==> src/rtl/lemming_world.sv <==
// rtl/lemming_world.sv - Terrain, position, step/fall/dig timing environment for a Lemmings walker FSM
// Optional build macro LEMMING_SPLAT_EN adds the splat output (fatal fall freezes the world).
module lemming_world #(
   parameter int NCOL        = 16,
   parameter int XW          = 4,
   parameter int HW          = 4,
   parameter int FLOOR_H     = 2,
   parameter int START_X     = 0,
   parameter int STEP_CYCLES = 4,
   parameter int DIG_CYCLES  = 3
`ifdef LEMMING_SPLAT_EN
   , parameter int FALL_LIMIT = 3
`endif
) (
   input  logic          clk,
   input  logic          rst,
   input  logic          walk_left,
   input  logic          walk_right,
   input  logic          aaah,
   input  logic          digging,
   input  logic          cfg_we,
   input  logic [XW-1:0] cfg_addr,
   input  logic [HW-1:0] cfg_height,
   output logic          ground,
   output logic          bump_left,
   output logic          bump_right,
   output logic [XW-1:0] pos_x,
   output logic [HW-1:0] pos_y,
   output logic          lost
`ifdef LEMMING_SPLAT_EN
   , output logic        splat
`endif
);

   localparam int SCW = $clog2(STEP_CYCLES + 1);
   localparam int DCW = $clog2(DIG_CYCLES + 1);
   localparam logic [XW-1:0] X_MAX = XW'(NCOL - 1);

   logic [HW-1:0]  h [NCOL];
   logic [XW-1:0]  x;
   logic [HW-1:0]  y;
   logic [SCW-1:0] step_cnt;
   logic           step_dir;
   logic [DCW-1:0] dig_cnt;

   logic [XW-1:0]  idx_l, idx_r;
   logic [HW-1:0]  hx, hl, hr;
   logic           walking, dir_r, walk_bump, step_done;
   logic [SCW-1:0] step_eff;
   logic           dig_act, dig_done;
   logic           cfg_ok, cfg_here;
   logic           fall_step, pit;
   logic           frozen;

   // Neighbour indices are clamped at the edges; the edge itself forces the bump.
   always_comb begin
      idx_l      = (x == '0)    ? x : x - 1'b1;
      idx_r      = (x == X_MAX) ? x : x + 1'b1;
      hx         = h[x];
      hl         = h[idx_l];
      hr         = h[idx_r];
      ground     = (hx != '0) && (y == hx);
      bump_left  = (x == '0)    || (hl > y);
      bump_right = (x == X_MAX) || (hr > y);
      pos_x      = x;
      pos_y      = y;
   end

   // Priority aaah > digging > walk_left > walk_right.
   always_comb begin
      walking   = !aaah && !digging && (walk_left || walk_right);
      dir_r     = !walk_left;
      walk_bump = dir_r ? bump_right : bump_left;
      step_eff  = (dir_r != step_dir) ? '0 : step_cnt;
      step_done = walking && !walk_bump && (step_eff == SCW'(STEP_CYCLES - 1));
      dig_act   = !aaah && digging && ground;
      dig_done  = dig_act && (dig_cnt == DCW'(DIG_CYCLES - 1));
      cfg_ok    = cfg_we && (int'(cfg_addr) < NCOL);
      cfg_here  = cfg_ok && (cfg_addr == x);
      fall_step = aaah && (y > hx);
      pit       = aaah && (hx == '0) && (y == '0);
   end

`ifdef LEMMING_SPLAT_EN
   logic [HW-1:0] fall_dist;
   logic          land;

   assign land   = aaah && (hx != '0) && (y == hx);
   assign frozen = splat;

   always_ff @(posedge clk or posedge rst) begin
      if (rst) begin
         fall_dist <= '0;
         splat     <= 1'b0;
      end else begin
         if (!aaah)
            fall_dist <= '0;
         else if (fall_step && (fall_dist != '1))
            fall_dist <= fall_dist + 1'b1;
         if (land && (int'(fall_dist) > FALL_LIMIT))
            splat <= 1'b1;
      end
   end
`else
   assign frozen = 1'b0;
`endif

   always_ff @(posedge clk or posedge rst) begin
      if (rst) begin
         for (int i = 0; i < NCOL; i++)
            h[i] <= HW'(FLOOR_H);
         x        <= XW'(START_X);
         y        <= HW'(FLOOR_H);
         step_cnt <= '0;
         step_dir <= 1'b0;
         dig_cnt  <= '0;
         lost     <= 1'b0;
      end else begin
         if (!walking || walk_bump || step_done)
            step_cnt <= '0;
         else
            step_cnt <= step_eff + 1'b1;
         if (walking)
            step_dir <= dir_r;

         if (!dig_act || dig_done)
            dig_cnt <= '0;
         else
            dig_cnt <= dig_cnt + 1'b1;

         if (pit)
            lost <= 1'b1;

         if (!frozen) begin
            if (step_done)
               x <= dir_r ? x + 1'b1 : x - 1'b1;
            // A terrain write to the lemming's column overrides a same-cycle dig.
            if (dig_done && !cfg_here)
               h[x] <= hx - 1'b1;
            if (cfg_ok)
               h[cfg_addr] <= cfg_height;
            if (cfg_here && (cfg_height > y))
               y <= cfg_height;
            else if (fall_step)
               y <= y - 1'b1;
            else if (dig_done && !cfg_here)
               y <= y - 1'b1;
         end
      end
   end

endmodule

==> config.mk <==
export PLATFORM = sky130hd
export DESIGN_NAME = lemming_world
export DESIGN_NICKNAME = d
export VERILOG_FILES = /design/src/rtl/lemming_world.sv
export SDC_FILE = /design/constraint.sdc
export NUM_CORES = 1
export LEC_CHECK = 0
export ABC_CLOCK_PERIOD_IN_PS = 6700
export BUFFER_PORTS_ARGS = -buffer_cell sky130_fd_sc_hd__buf_2
export CAP_MARGIN = 40
export CORE_ASPECT_RATIO = 1.75
export CORE_UTILIZATION = 60
export CTS_BUF_LIST = sky130_fd_sc_hd__clkbuf_8 sky130_fd_sc_hd__clkbuf_16
export CTS_CLUSTER_SIZE = 12
export DETAILED_ROUTE_END_ITERATION = 8
export PLACE_DENSITY = 0.82
export SLEW_MARGIN = 25
export SYNTH_ARGS = -nofsm -noshare
export SYNTH_HDL_FRONTEND = slang
export SYNTH_SLANG_ARGS = --single-unit
==> constraint.sdc <==
create_clock -name clk -period 6.7 [get_ports clk]
set_input_delay 1.005 -clock clk [delete_from_list [all_inputs] [get_ports clk]]
set_output_delay 1.005 -clock clk [all_outputs]
set_load 0.1 [all_outputs]
==> results.md <==
CTS:
- The clock tree from TritonCTS is done.
- Clock-pin slew was measured on the worst setup and hold paths at 60 ps.
- The number of sinks on the clock net is 79.
- CTS built an H-tree with a depth of 3.
- The number of buffers inserted during clock tree synthesis is 9.
- The tree is rooted in a sky130_fd_sc_hd__clkbuf_16.
- Clock latency on the worst-skew pair, taken at its later pin, is 340 ps.
- The clock passes through at most 2 buffers.
- After clock tree synthesis, the setup repair step added 0 buffers.
- The number of cells upsized or downsized after cts is 0.
- The number of buffers added to fix hold violations after cts is 0.

Layout:
- Of the cells placed in the final design, the portion with a size suffix greater than 1 is 24.12%.
- In the final layout, flip-flops and latches occupy 0.001998 mm^2.
- In the final layout, the multi-input gates occupy 0.004081 mm^2.
- The number of fill cells in the layout is just under 800.
- In the layout the commonest cells are sky130_fd_sc_hd__mux2i_1, sky130_fd_sc_hd__nand2_1, sky130_fd_sc_hd__dfrtp_1, sky130_fd_sc_hd__o21ai_1, sky130_fd_sc_hd__mux4_2.
- The library cell used most frequently in the layout, excluding fill and tap cells, is sky130_fd_sc_hd__mux2i_1.
- The area growth from synthesis to layout is 9.374%.
- 0 antenna diodes ended up in the layout.
- The net count reported at finish is 660.

Floorplan:
- The die is 79.79 um wide.
- The die is between 100 and 150 um tall.
- The placeable core region is around 0.010 mm^2.
- The count of boundary I/O pins is 27.
- For this configuration, the core starts out at a cell density of 61.69%.
- The overall die area is 0.01102 mm^2.
- The number of rows in the core area is 49.

Worst setup path:
- The data required time of the critical path is 5690 ps.
- Of all nets on the critical path, the largest fanout is 8.
- The endpoint arrival time on the critical path is 4850 ps.
- The capturing element type of the critical path is an output port.
- The critical path launch point type is a flop.
- The kind of critical path is reg -> out.

Synth:
- The count of unique library cells instantiated by Yosys is 55.
- In this run the cell area of the synthesized design comes to between 0.006 and 0.007 mm^2.
- A synthesized cell averages 10.64 um^2.
- Yosys printed 0 warnings.
- Counting every net in the synthesized netlist gives 640.
- After technology mapping, the gate count stands at 597.
- After synthesis, flip-flops and latches occupy a little under a third of the total area.
- The flop and latch count out of synthesis is 79.

Timing:
- The timing-limited maximum frequency is about 170 MHz.
- The transition time of the tightest slew-check pin is 852.1 ps.
- The clock period could shrink to 5851 ps.
- Of the available clock period, the critical path in the final layout requires 87.33%.
- The count of final setup violators is 0.
- The worst pin sits at a relative slew slack of 43.20%.
- The final hold violation count is 0.
- After routing, the total negative slack on setup checks comes to 0 ps.
- Setup slack closes at 849.0 ps.
- Setup repair after global routing left no endpoint under its margin.
- The clock skew after layout is 5.285 ps.
- The count of final max-slew check failures is 0.

Placed design:
- The congestion estimate from routability-driven global placement came to 1.042.
- Before CTS, the worst setup slack after placement is approximately 1200 ps.
- The sum of net half-perimeters after detailed placement is 13,530 um.
- Input and output buffers added on the ports amount to 26.

Drt:
- The final layout contains routed wiring with a total length of ~18,000 um.
- The routed layout has between 5,000 and 6,000 vias.
- For this run, the detailed router's first-pass iteration total came to 8.
- Dividing the detail-routed via count by the number of cells gives about 7.
- The number of remaining DRC errors is 0.
- The number of DRC markers after the initial detailed-route iteration is 648.
- In this run the remaining antenna-violating nets after routing total 0.
- Dividing the detail-routed wire length by the instance count gives ~25 um.

Status:
- The flow ran to the end, and the final reports show no timing, DRC or antenna violations.

Power and ir drop:
- The power density over the cells is ~300 mW/mm^2.
- The standby leakage power is between 3 and 4 nW.
- The maximum vdd ir drop is 276.9 uV.

GRT:
- The global-route wire length before repair is 29,640 um.
- Entering global routing, the biggest net connects 52 pins.
- The initial antenna violation count is 0.
- The overall global routing resource usage is 36.40%.
- The via count of the first global-routing pass is 5,393.
- For this run the aggregate overflow at the end of global routing stands at 0.

Worst hold path:
- The worst min-delay path category is reg -> reg.

Job:
- The tool flagged a number of max-cap violations equal to 0.
## state kept, by name, indices dropped and copies added, names as in the netlist
register / count
dig_cnt: 2
h: 64
lost: 1
pos_x: 4
pos_y: 4
step_cnt: 3
step_dir: 1
## path summary, 6_finish.rpt
path / from / end / slack [ps] / depth (start not counted)
hold reg to reg: dig_cnt[0] / dig_cnt[0] / 430 / 1
max in group asynchronous: rst / h[53] / 5300 / 4
min in group asynchronous: rst / h[12] / 740 / 3
setup / recovery: pos_x[1] / bump_left / 850 / 15
hold / removal: dig_cnt[0] / dig_cnt[0] / 430 / 1
setup reg to reg: pos_x[1] / step_cnt[0] / 1600 / 16
## synth_stat cells, drive strengths merged
| master | number | area [um^2] |
|---|---|---|
| dfstp | 17 | 446.7 |
| nor2b | 13 | 81.33 |
| and2b | 1 | 7.510 |
| nand2 | 77 | 289.0 |
| nand4 | 4 | 25.02 |
| or3b | 1 | 8.760 |
| o21ai | 70 | 354.1 |
| a41o | 1 | 10.01 |
| xnor2 | 10 | 102.6 |
| nor2 | 19 | 73.82 |
| nor3 | 7 | 35.03 |
| and4b | 1 | 10.01 |
| o21a | 7 | 52.55 |
| a2111oi | 1 | 8.760 |
| mux4 | 42 | 945.9 |
| xor2 | 7 | 68.82 |
| a22oi | 1 | 7.510 |
| o2111ai | 2 | 17.52 |
| a21oi | 13 | 65.06 |
| o211ai | 1 | 7.510 |
| a211o | 2 | 17.52 |
| and2 | 7 | 43.79 |
| clkbuf | 17 | 65.06 |
| ha | 28 | 350.3 |
| inv | 14 | 52.55 |
| a22o | 3 | 26.28 |
| dfrtp | 62 | 1551 |
| and3 | 6 | 37.54 |
| nand4b | 1 | 8.760 |
| nand3b | 2 | 15.01 |
| mux2 | 5 | 56.30 |
| nand3 | 18 | 195.2 |
| mux2i | 99 | 991.0 |
| or2 | 2 | 12.51 |
| nor4 | 2 | 12.51 |
| nand2b | 4 | 25.02 |
| buf | 21 | 175.2 |
| a31o | 1 | 8.760 |
| a221oi | 2 | 41.29 |
| a211oi | 6 | 50.05 |
## per-layer routing
layer	track usage (%)	routed length [um]	share of wire, %
met5	0	0	0
met4	21.24	1216	6.6
met3	7.459	1478	8.0
met2	60.91	9443	51
met1	42.22	6302	34
## critical path: stages (launching register included)
cell and delay (ps):
sky130_fd_sc_hd__dfrtp_1 480, sky130_fd_sc_hd__inv_1 170, sky130_fd_sc_hd__ha_1 470, sky130_fd_sc_hd__nand2_1 310
sky130_fd_sc_hd__o21ai_2 450, sky130_fd_sc_hd__buf_8 210, sky130_fd_sc_hd__mux4_2 490, sky130_fd_sc_hd__mux2i_1 230
sky130_fd_sc_hd__mux2i_1 140, sky130_fd_sc_hd__ha_1 330, sky130_fd_sc_hd__nor2b_1 140, sky130_fd_sc_hd__o21a_1 160
sky130_fd_sc_hd__o21a_1 170, sky130_fd_sc_hd__o21ai_0 350, sky130_fd_sc_hd__nand2_1 90, sky130_fd_sc_hd__buf_2 300
## stage by stage
stage	total power [mW]	cells	instance area [um^2]	hold WS, ps	utilization, %
final	2.120	749	6949	426.9	67.47
after global placement	1.479	722	6496	419.3	63.07
after floorplan	1.297	597	6354	407.8	-
after global routing	2.214	749	6949	443.8	67.47
after CTS	2.105	746	6928	433.0	67.26
after detailed placement	1.533	730	6581	424.8	63.90
## power breakdown
part	switching, mW	total [mW]	internal (mW)
Sequential	0.128	0.720	0.592
Combinational	0.521	0.828	0.306
Clock	0.206	0.572	0.366
Total	0.856	2.12	1.26
## layout make-up
| type | count | share of cell area (%) |
|---|---|---|
| multi-input cells | 466 | 58.73 |
| flip-flops and latches | 79 | 28.75 |
| repair buffers | 47 | 4.483 |
| clock buffers | 9 | 3.241 |
| well taps | 127 | 2.287 |
| clock inverters | 7 | 1.746 |
| inverters | 14 | 0.7562 |
## kinds of logic (layout without fill, tap and decap cells)
family	Yosys count	count (layout)	share of synthesized area [%]
compound gates	110	110	10.50
mux	146	146	31.37
fa+ha+maj	28	28	5.514
simple gates	165	165	13.86
buf+inv	52	77	4.608
xor+xnor	17	17	2.698
flops	79	79	31.45
Note: power is estimated with default switching activity, not from simulation.
